`src/rtl/dmem_arbiter.sv`:
```
`default_nettype none
// ============================================================================
//  Module   : dmem_arbiter
//  Purpose  : Two-port (CPU / DMA) arbiter in front of a single-port data
//             memory. The grant is combinational, with a fixed CPU priority
//             and an anti-starvation override for DMA. It tracks which port
//             owns the read that is in flight, routes the one-cycle-latency
//             read data back to that port, and keeps saturating performance
//             counters.
//  Ports    : clk, reset (sync, active-low)
//             cpu_*  : req/we/addr/wdata in, gnt/rvalid/rdata out
//             dma_*  : req/we/addr/wdata in, gnt/rvalid/rdata out
//             mem_*  : en/we/addr/wdata out, rdata in
//             cpu_gnt_count / dma_gnt_count / conflict_count : 32-bit counters
//  Revision : 1.0  initial release
// ============================================================================
module dmem_arbiter #(
  parameter int MAX_WAIT = 4,
  parameter int AW       = 32
) (
  input  logic          clk,
  input  logic          reset,

  input  logic          cpu_req,
  input  logic          cpu_we,
  input  logic [AW-1:0] cpu_addr,
  input  logic [31:0]   cpu_wdata,
  output logic          cpu_gnt,
  output logic          cpu_rvalid,
  output logic [31:0]   cpu_rdata,

  input  logic          dma_req,
  input  logic          dma_we,
  input  logic [AW-1:0] dma_addr,
  input  logic [31:0]   dma_wdata,
  output logic          dma_gnt,
  output logic          dma_rvalid,
  output logic [31:0]   dma_rdata,

  output logic          mem_en,
  output logic          mem_we,
  output logic [AW-1:0] mem_addr,
  output logic [31:0]   mem_wdata,
  input  logic [31:0]   mem_rdata,

  output logic [31:0]   cpu_gnt_count,
  output logic [31:0]   dma_gnt_count,
  output logic [31:0]   conflict_count
);

  // The wait counter must be able to hold MAX_WAIT itself; keep at least one
  // bit so a MAX_WAIT of 0 (DMA always wins conflicts) still elaborates.
  localparam int            WW       = (MAX_WAIT < 1) ? 1 : $clog2(MAX_WAIT + 1);
  localparam logic [WW-1:0] WAIT_MAX = WW'(MAX_WAIT);
  localparam logic [31:0]   CNT_MAX  = 32'hFFFF_FFFF;

  typedef enum logic [1:0] {
    OWN_NONE = 2'd0,
    OWN_CPU  = 2'd1,
    OWN_DMA  = 2'd2
  } owner_t;

  logic [WW-1:0] dma_wait_q, dma_wait_d;
  owner_t        owner_q,    owner_d;
  logic [31:0]   cpu_cnt_q,  cpu_cnt_d;
  logic [31:0]   dma_cnt_q,  dma_cnt_d;
  logic [31:0]   cfl_cnt_q,  cfl_cnt_d;

  logic          dma_force;
  logic          conflict;

  function automatic logic [31:0] sat_inc(input logic [31:0] v, input logic en);
    return (en && (v != CNT_MAX)) ? v + 32'd1 : v;
  endfunction

  // --------------------------------------------------------------------------
  // Grant and memory mux
  // --------------------------------------------------------------------------
  always_comb begin
    dma_force = (dma_wait_q == WAIT_MAX);
    conflict  = cpu_req & dma_req;

    // CPU wins unless DMA has already lost MAX_WAIT conflicts in a row.
    // Reset gates the grants so that no access leaks out while reset is held.
    cpu_gnt = reset & cpu_req & ~(dma_req & dma_force);
    dma_gnt = reset & dma_req & ~cpu_gnt;

    mem_en    = cpu_gnt | dma_gnt;
    mem_we    = 1'b0;
    mem_addr  = '0;
    mem_wdata = '0;
    if (cpu_gnt) begin
      mem_we    = cpu_we;
      mem_addr  = cpu_addr;
      mem_wdata = cpu_wdata;
    end else if (dma_gnt) begin
      mem_we    = dma_we;
      mem_addr  = dma_addr;
      mem_wdata = dma_wdata;
    end
  end

  // --------------------------------------------------------------------------
  // Read return: the owner register selects which port sees mem_rdata. It is
  // also gated by reset, so a read granted just before reset never completes.
  // --------------------------------------------------------------------------
  always_comb begin
    cpu_rvalid = reset & (owner_q == OWN_CPU);
    dma_rvalid = reset & (owner_q == OWN_DMA);
    cpu_rdata  = cpu_rvalid ? mem_rdata : 32'd0;
    dma_rdata  = dma_rvalid ? mem_rdata : 32'd0;
  end

  // --------------------------------------------------------------------------
  // Next-state logic
  // --------------------------------------------------------------------------
  always_comb begin
    dma_wait_d = dma_wait_q;
    if (dma_gnt) begin
      dma_wait_d = '0;
    end else if (dma_req && (dma_wait_q != WAIT_MAX)) begin
      dma_wait_d = dma_wait_q + WW'(1);
    end

    owner_d = OWN_NONE;
    if (cpu_gnt && !cpu_we) begin
      owner_d = OWN_CPU;
    end else if (dma_gnt && !dma_we) begin
      owner_d = OWN_DMA;
    end

    cpu_cnt_d = sat_inc(cpu_cnt_q, cpu_gnt);
    dma_cnt_d = sat_inc(dma_cnt_q, dma_gnt);
    cfl_cnt_d = sat_inc(cfl_cnt_q, conflict);
  end

  always_ff @(posedge clk) begin
    if (!reset) begin
      dma_wait_q <= '0;
      owner_q    <= OWN_NONE;
      cpu_cnt_q  <= '0;
      dma_cnt_q  <= '0;
      cfl_cnt_q  <= '0;
    end else begin
      dma_wait_q <= dma_wait_d;
      owner_q    <= owner_d;
      cpu_cnt_q  <= cpu_cnt_d;
      dma_cnt_q  <= dma_cnt_d;
      cfl_cnt_q  <= cfl_cnt_d;
    end
  end

  assign cpu_gnt_count  = cpu_cnt_q;
  assign dma_gnt_count  = dma_cnt_q;
  assign conflict_count = cfl_cnt_q;

endmodule
`default_nettype wire

```
`config.mk`:
```
export PLATFORM = sky130hd
export DESIGN_NAME = dmem_arbiter
export DESIGN_NICKNAME = d
export VERILOG_FILES = /design/src/rtl/dmem_arbiter.sv
export SDC_FILE = /design/constraint.sdc
export NUM_CORES = 1
export LEC_CHECK = 0
export CORE_AREA = 2 2 152 154
export CTS_BUF_LIST = sky130_fd_sc_hd__clkbuf_8
export CTS_CLUSTER_SIZE = 20
export DETAILED_ROUTE_END_ITERATION = 10
export DIE_AREA = 0 0 154 156
export PLACE_DENSITY = 0.79
export SYNTH_ARGS = -nofsm -noshare
export SYNTH_HDL_FRONTEND = slang
export SYNTH_SLANG_ARGS = --single-unit
```
`constraint.sdc`:
```
create_clock -name clk -period 2.45 [get_ports clk]
set_input_delay 0.49 -clock clk [delete_from_list [all_inputs] [get_ports clk]]
set_output_delay 0.49 -clock clk [all_outputs]
set_load 0.1 [all_outputs]
```
# After elaboration in Yosys (flattened, before gate mapping)
# Index checks and enable logic that the tools add are counted.
classes:
  eq_ne: 7
  n_bitwise: 12
  n_addsub: 4
  muxes: 10
  n_reduce_logical: 10
ops:
  columns: ["op", "count"]
  rows:
  - ["two-way mux 32 bit", 6]
  - ["adder 32 x 1 -> 32 bit, second input constant", 3]
  - ["inequality test 32 bit, second input constant", 3]
  - ["bitwise AND 1 bit", 8]
  - ["logical AND 1 bit", 6]
  - ["OR reduction 2 bit", 2]
  - ["adder 3 x 1 -> 3 bit, second input constant", 1]
  - ["equality test 3 bit, second input constant", 1]
  - ["two-way mux 1 bit", 3]
  - ["inequality test 3 bit, second input constant", 1]
  - ["inverter 1 bit", 3]
  - ["equality test 2 x 1 -> 1 bit, second input constant", 1]
  - ["equality test 2 bit, second input constant", 1]
  - ["logical NOT 1 bit", 2]
  - ["two-way mux 2 bit", 1]
  - ["bitwise OR 1 bit", 1]
totals:
  word_cells: 49
  inputBits: 166
  output_inout_bits: 230
  ff_bits: 101

# Longest topological paths before layout
logic_depth:
  ltp_word: 9
  mapped_depth: 9
  mapped_depth_nobuf: 8

# Worst setup path after synthesis
# Ideal clock, no wire load.
synth_timing:
  kind: "register to output"
  startpoint: "reg dma_wait_q[0]"
  endpoint: "out mem_we"
  arrival_time_ns: 3.918
  required_ns: 1.960
  path_buffers: 1
  path_slack_ns: -1.958
  path_stages_with_launch: 8
  path_cell_list: "dfxtp_1 -> inv_1 -> ha_1 -> and3_1 -> or2_2 -> inv_2 -> clkbuf_1 -> o21ai_0"
synth_via:
  elab_chain_cells: 8
synth_lines:
  columns: ["item", "line", "rtl"]
  rows:
  - ["from (decl)", "63", "logic [WW-1:0] dma_wait_q, dma_wait_d;"]
  - ["from (signal assigned)", "145", "dma_wait_q <= dma_wait_d;"]
  - ["equality test 3 bit (*)", "80", "dma_force = (dma_wait_q == WAIT_MAX);"]
  - ["bitwise AND 1 bit (*)", "85", "cpu_gnt = reset & cpu_req & ~(dma_req & dma_force);"]
  - ["inverter 1 bit (*)", "85", null]
  - ["bitwise AND 1 bit (*)", "85", null]
  - ["named net cpu_gnt", "28", "output logic cpu_gnt,"]
  - ["inverter 1 bit", "86", "dma_gnt = reset & dma_req & ~cpu_gnt;"]
  - ["bitwise AND 1 bit", "86", null]
  - ["two-way mux 1 bit", "96", "end else if (dma_gnt) begin"]
  - ["two-way mux 1 bit (*)", "92", "if (cpu_gnt) begin"]
  - ["to (decl)", "41", "output logic mem_we,"]
# Mark *: on every way through the listed nets, which the timed path passes. The rest lies on a longest branch.

# Worst setup path in the final report
layout_timing:
  startpoint: "reg dma_wait_q[0]"
  endpoint: "out mem_addr[5]"
layout_via:
  elab_chain_cells: 8
layout_lines:
  columns: ["item", "line", "rtl"]
  rows:
  - ["equality test 3 bit (*)", "80", null]
  - ["bitwise AND 1 bit (*)", "85", null]
  - ["inverter 1 bit (*)", "85", null]
  - ["bitwise AND 1 bit (*)", "85", null]
  - ["inverter 1 bit", "86", null]
  - ["bitwise AND 1 bit", "86", null]
  - ["two-way mux 32 bit", "96", null]
  - ["two-way mux 32 bit (*)", "92", null]
  - ["to (decl)", "42", "output logic [AW-1:0] mem_addr,"]
# Mark *: on every way between the ends. The rest lies on a longest branch, timed or not.

==> flow_summary_export.csv <==
group,metric,value,unit
finish,nNetsFinal,1373,
timing,finalHoldViolCount,0,
power,ir_drop,0.311,mV
logic_synthesis,synthCells,777,
timing,slew_headroom,0.349,
status,status,"finished with violations",
worst_setup_path,rr_endpoint,"dma_gnt_count[14]",
placement,gp_congestion,0.874,
global_routing,grtUsageTotal,0.236,
detailed_routing,drt-pass1-iter-count,5,
die,start_util,0.280,
timing,slew_violations,0,
timing,max_freq,393,MHz
logic_synthesis,synth-async-reset-ratio,0,
cts,htreeDepth,3,
logic_synthesis,yosys_warnings,0,
timing,clock-skew-final,0.0135,ns
cts,cts_buffer_depth,2,
worst_setup_path,crit_required,1.96,ns
status,violations,"negative setup slack",
detailed_routing,ant_nets,0,
cts,clk_pin_slew_worst_paths,0.10,ns
global_routing,grt_first_pass_wirelength,44600,um
logic_synthesis,post_synth_num_cell_types,61,
logic_synthesis,ys_ff_latch,101,
timing,hold_slack,0.474,ns
die,core_area,22400,um2
logic_synthesis,synth_edf_count,0,
logic_synthesis,synth_top_cell_by_area,"dfxtp_1",
global_routing,grt_max_degree,70,
finish,drive_gt1_frac,0.441,
cts,insertion_delay,0.40,ns
power,power_leakage,0.00524,uW
detailed_routing,drt-vias-per-instance,5.34,
detailed_routing,drc,0,
die,die_width,154,um
placement,hpwl,24100,um
hold_path,hold_start,"dma_gnt_count[31]",
timing,finalCritPeriodShare,1.04,
global_routing,grt.overflow.total,0,
hold_path,whs_path_depth,1,
logic_synthesis,yosys-top-cells-count,"101 x dfxtp_1, 66 x and2_1, 64 x a22o_1, 64 x nand2_1, 54 x a21oi_1",
timing,setup_violations,66,
finish,area_growth,110,%
placement,pre_cts_ws,-0.376,ns
placement,dp_cells,1468,
worst_setup_path,reg2reg_depth,6,
power,powerDensity,340,nW/um2
worst_setup_path,critPathLaunch,"dma_wait_q[0]",
logic_synthesis,syn_area_per_cell,8.06,um2
worst_setup_path,reg2reg_from,"dma_gnt_count[23]",
timing,rsz0062_at_grt,"yes",
finish,fin_cells,1494,
detailed_routing,drt_iter0_markers,478,
logic_synthesis,synth_top_area_share,0.323,
cts,root_buffer,"clkbuf_8",
die,die_height,156,um
timing,worst_pin_slew,0.964,ns
logic_synthesis,synth_area_leaders,"dfxtp_1 32%, a22o_1 8.9%, and2_1 6.6%",
worst_setup_path,setup.worst_path.end_class,"output pin",
worst_setup_path,cp.arrival,2.05,ns
die,row_count,55,
job,drv_cap,0,
timing,setup_ws,-0.0916,ns
logic_synthesis,netlist_area,6260,um2
hold_path,min_path_type,"register to register",
worst_setup_path,worst_setup_path_start_kind,"register",
placement,numPortBuffers,395,
detailed_routing,wire_per_inst,20.1,um
die,die_area,24000,um2
die,boundaryPins,396,
timing,fin_crit,2.54,ns
cts,cts_tree,"built",
worst_setup_path,endpoint,"mem_addr[5]",
logic_synthesis,yosysSeqAreaShare,0.323,
worst_setup_path,crit_fanout,8,
logic_synthesis,synth_most_common_cell,"dfxtp_1",
logic_synthesis,synth_top_flop_cell,"dfxtp_1",
global_routing,antenna_found_initial,5,
detailed_routing,routed_wl,30000,um
worst_setup_path,rrSetupSlack,0.13,ns
global_routing,grt_pass1_vias,7588,
cts,clock_sinks,101,
cts,cts_buffers,9,
worst_setup_path,critPathKind,"register to output pin",
logic_synthesis,synth_fp_nets,948,
detailed_routing,via_count,7973,
-- repair_timing --
item                       in CTS  in global routing
cloned                          4                  1
setup endpoints to repair      67                 67
setup buffers                   2                  1
gates resized for setup        27                  2
hold buffers                    0                  0
pin swaps                      13                 10
-- state kept, by name (all words and copies together) (netlist names) --
register        cells
dma_gnt_count      32
dma_wait_q          3
owner_q             2
conflict_count     32
cpu_gnt_count      32
-- worst max-delay path: stages, from the launching register on --
cell	delay (ns)
dfxtp_2	0.34
inv_2	0.07
ha_4	0.15
and3_4	0.19
or2_4	0.15
clkinv_8	0.12
clkbuf_16	0.21
a22o_4	0.25
buf_12	0.16
-- report_power, final --
group	internal, uW	total (uW)	switching (uW)
Clock	395	1060	661
Combinational	750	1760	1010
Sequential	1650	1660	14.4
-- logic make-up (layout without fill, tap and decap cells) --
family | after synthesis | count (layout) | synth area share
buf+inv | 60 | 490 | 0.0403
flops | 101 | 101 | 0.323
fa+ha+maj | 5 | 5 | 0.00999
other cells | 0 | 2 | 0
compound gates | 203 | 203 | 0.227
xor+xnor | 15 | 15 | 0.0210
simple gates | 374 | 374 | 0.349
mux | 19 | 19 | 0.0304
-- cell type report --
cell class              instances  area [um2]
clock buffers                   9         124
flip-flops and latches        101        2140
multi-input cells             616        4660
inverters                      13        66.3
clock inverters                 7        67.6
well taps                     285         357
repair buffers                461        5750
diodes                          2        5.00
fillers                      1790        9200
-- how the worst min path moves through the flow --
stage	slack, ns	end
5_1_grt	0.49	dma_gnt_count[31]
4_1_cts	0.47	dma_gnt_count[31]
3_3_place_gp	0.45	dma_gnt_count[31]
3_5_place_dp	0.46	dma_gnt_count[31]
6_report	0.47	dma_gnt_count[31]
2_1_floorplan	0.46	dma_wait_q[1]
-- cell usage in the layout, fill, tap and decap left out, types with 36 or more instances in the layout --
| master | n |
|---|---|
| buf_12 | 142 |
| nand2_1 | 64 |
| nand3_1 | 43 |
| or3_1 | 36 |
| a21oi_1 | 54 |
| clkdlybuf4s50_1 | 162 |
| buf_4 | 147 |
| and2_2 | 37 |
| a22o_4 | 64 |
| dfxtp_2 | 80 |
-- through the flow --
step	TNS (ns)	utilization	area [um2]	total power, uW
after CTS	-6.00	0.587	13100	4500
after global routing	-9.41	0.588	13200	4610
after floorplan	-2.06	-	7000	2620
after detailed placement	-32.38	0.568	12700	3410
final	-4.71	0.589	13200	4480
after global placement	-28.29	0.568	12700	3390
-- per-layer routing --
| metal | wire length, um | global-route usage | vias to the layer above |
|---|---|---|---|
| li1 | - | - | 3782 |
| met2 | 14500 | 0.401 | 363 |
| met3 | 2830 | 0.0800 | 32 |
| met4 | 471 | 0.0485 | 4 |
| met5 | 29 | 0 | - |
| met1 | 12100 | 0.290 | 3792 |
No activity file was read; power rests on OpenSTA's default activity.
